<file path="config.mk">
export PLATFORM = sky130hd
export DESIGN_NAME = line_match4
export DESIGN_NICKNAME = d
export VERILOG_FILES = /design/src/rtl/win_pkg.sv /design/src/rtl/win_checker_line_match4.sv
export SDC_FILE = /design/constraint.sdc
export NUM_CORES = 1
export LEC_CHECK = 0
export CELL_PAD_IN_SITES_DETAIL_PLACEMENT = 1
export CELL_PAD_IN_SITES_GLOBAL_PLACEMENT = 1
export CORE_AREA = 8 8 45 47
export DETAILED_ROUTE_END_ITERATION = 8
export DIE_AREA = 0 0 53 55
export GPL_ROUTABILITY_DRIVEN = 1
export GPL_TIMING_DRIVEN = 0
export PLACE_DENSITY_LB_ADDON = 0.1
export SYNTH_ARGS = -nofsm -noshare
export SYNTH_HDL_FRONTEND = slang
export SYNTH_SLANG_ARGS = --single-unit
</file>
<file path="constraint.sdc">
create_clock -name vclk -period 2.3
set_clock_uncertainty 0.05 [all_clocks]
set_input_delay 0.46 -clock vclk [all_inputs]
set_output_delay 0.46 -clock vclk [all_outputs]
set_load 0.02 [all_outputs]
</file>
<file path="src/rtl/win_pkg.sv">
// rtl/win_pkg.sv - shared constants, cell codes, direction encodings and FSM states for win_checker
//
// Purpose : board geometry, cell code for an empty square, scan direction
//           encodings and the controller state type.
// Ports   : none (package)
package win_pkg;

  localparam int ROWS    = 7;
  localparam int COLS    = 7;
  localparam int CELL_W  = 2;
  localparam int WIN_LEN = 4;
  localparam int NCELLS  = ROWS * COLS;
  localparam int BOARD_W = NCELLS * CELL_W;

  localparam logic [5:0] LAST_ANCHOR = 6'(NCELLS - 1);

  localparam logic [CELL_W-1:0] EMPTY = 2'b00;

  // Scan directions, in the order they are visited for each anchor
  localparam logic [1:0] DIR_H = 2'd0;  // +col
  localparam logic [1:0] DIR_V = 2'd1;  // +row
  localparam logic [1:0] DIR_D = 2'd2;  // +row,+col
  localparam logic [1:0] DIR_A = 2'd3;  // +row,-col

  // Linear-index step between consecutive cells of a run, per direction
  localparam logic [5:0] OFF_H = 6'd1;
  localparam logic [5:0] OFF_V = 6'(COLS);
  localparam logic [5:0] OFF_D = 6'(COLS + 1);
  localparam logic [5:0] OFF_A = 6'(COLS - 1);

  typedef enum logic [1:0] {
    IDLE = 2'd0,
    SCAN = 2'd1,
    DONE = 2'd2
  } state_t;

endpackage

</file>
<file path="src/rtl/win_checker_line_match4.sv">
// rtl/win_checker_line_match4.sv - combinational four-cell equality test for one candidate run
//
// Purpose : flags a run of four identical non-empty cells and reports its code.
// Ports   : i_c0..i_c3  four cell codes along the run
//           o_match     all four equal and non-empty
//           o_code      run code when matched, EMPTY otherwise
module line_match4
  import win_pkg::*;
(
  input  logic [CELL_W-1:0] i_c0,
  input  logic [CELL_W-1:0] i_c1,
  input  logic [CELL_W-1:0] i_c2,
  input  logic [CELL_W-1:0] i_c3,
  output logic              o_match,
  output logic [CELL_W-1:0] o_code
);

  always_comb begin
    o_match = (i_c0 != EMPTY) && (i_c0 == i_c1) && (i_c1 == i_c2) && (i_c2 == i_c3);
    o_code  = o_match ? i_c0 : EMPTY;
  end

endmodule

</file>
==> impl_metrics.json <==
{
  "clock_buffers": 0,
  "arrival_ns": 1.69,
  "drv_cap": 0,
  "synthesis.area_um2": 77.6,
  "setup_viol": 0,
  "final.setup.tns_ns": 0,
  "seqPwrFrac": 0,
  "hold_class": "input pin to output pin",
  "core-area_um2": 1380,
  "irDropWorstVdd_mv": 0.0197,
  "die_area_um2": 2920,
  "grt.total_usage": 0.0267,
  "io_buffers": 11,
  "initial_core_util": 0.0561,
  "syn-num-nets": 17,
  "synth_most_common_cell": "nor2_1",
  "final_cell_area_um2": 201,
  "vias": 114,
  "syn_inst": 9,
  "n_sequential_cell": 0,
  "comb_power_share": 1.000,
  "synth_seq_area_share": 0,
  "endpoint_kind": "output pin",
  "hpwl_um": 362,
  "busiest_layer": "met2",
  "synth.top_cell.area_share": 0.274,
  "p_int_uw": 14.7,
  "p_clk_frac": 0,
  "power_per_cell_area_nw_per_um2": 117,
  "place_area_um2": 208,
  "timing.final.crit_share": 0.957,
  "synthToLayoutAreaGrowth_pct": 160,
  "rsz0062_at_grt": "no",
  "fp.dieW_um": 53,
  "worstPathRequired_ns": 1.79,
  "drc_errors": 0,
  "yosysTopAreaCell": "nor4_4",
  "p_leak_uw": 0.0000688,
  "grt_pass1_vias": 112,
  "status": "completed",
  "p_sw_frac": 0.377,
  "pin_count": 11,
  "met1_usage": 0.0271,
  "grt_max_degree": 4,
  "wire_per_inst_um": 11.0,
  "place_congestion": 0.599,
  "drive_gt1_frac": 0.300,
  "cp-start-kind": "input pin",
  "ys_top_cells_by_area": "nor4_4 (27%), nor3b_2 (16%), a21oi_2 (11%)",
  "grt_antenna_before_repair": 0,
  "yosysWarnings": 0,
  "dr.first_iter.drc_count": 0,
  "timing.fmax_mhz": 454,
  "cts_setup_buffers": 0,
  "ant_nets": 0,
  "layout.nets": 30,
  "relSlewSlack": 0.844,
  "final-max-slew-violation-count": 0,
  "yosysUniqueCellTypes": 8,
  "first_pass_iters": 1,
  "worstSetupPathType": "input pin to output pin",
  "gr-usage-met2": 0.0469,
  "multi_input_area_um2": 77.6,
  "final.min_clock_period_ns": 2.20,
  "use_met3": 0.0187,
  "ctsHoldBuffers": 0,
  "nFillCells": 169,
  "seq_area_um2": 0,
  "p_switching_uw": 8.90,
  "route.final.wire_length_um": 396,
  "worst_pin_slew_ns": 0.232,
  "syn_area_per_cell_um2": 8.62,
  "num_rows": 14,
  "diodes": 0,
  "crit_path_max_fanout": 3,
  "die_h_um": 55,
  "grt_pass1_wl_um": 607,
  "viasPerCell": 3.17,
  "grt.overflow.total": 0,
  "hold_viol": 0
}
[timing repair]
action | 4_1_cts | 5_1_grt
hold endpoints to repair | 0 | 0
resized for setup | 10 | 2
setup endpoints to repair | 3 | 3
[logic make-up after synthesis]
group / count (synthesis) / share of synthesized area
simple gates: 8 / 0.887
compound gates: 1 / 0.113
[cells in the final DEF, fill, tap and decap left out, drive strengths merged]
master and count:
clkdlybuf4s50 7, nor2 2, buf 2, nor4 2, and4 1, a21oi 1, nand4 1, nor2b 1
nor3b 1, dlymetal6s2s 1, clkdlybuf4s15 1
[power by group through the flow]
stage	clock, uW	sequential (uW)	combinational, uW
CTS	0	0	24.3
global route	0	0	25.0
floorplan	0	0	4.88
finish	0	0	23.6
global placement	0	0	23.9
detailed placement	0	0	24.3
[through the flow]
stage                      util  instances  worst slack [ns]  power [uW]  hold WS (ns)
after CTS                 0.148         36            0.0112        24.3          1.70
after global routing      0.146         36            0.0322        25.0          1.37
after global placement    0.150         36            -0.398        23.9          1.97
final                     0.146         36            0.0981        23.6          1.35
after detailed placement  0.150         36            -0.397        24.3          1.98
after floorplan               -          9             0.612        4.88          1.02
[routing by layer]
layer  routed length, um  vias up
met1                 132       49
met3                  76        0
met2                 187        6
li1                    -       59
met4                   0        0
met5                   0        -
[area by class of cell]
class                           count  share of cell area
Timing Repair Buffer               11               0.516
Multi-Input combinational cell      9               0.385
Tap cell                           16              0.0994
[worst max-delay path, cell delays in order]
cell and delay [ns]:
clkdlybuf4s50_1 0.46, nor4_4 0.28, a21oi_2 0.12, nor2_1 0.11
clkdlybuf4s15_2 0.27
[worst paths after layout]
check             slack [ns]         to    start  cells after the start
hold / removal          1.35  o_code[1]  i_c0[1]                      3
setup / recovery         0.1  o_code[0]  i_c1[1]                      5
(Power assumes the default switching activity.)
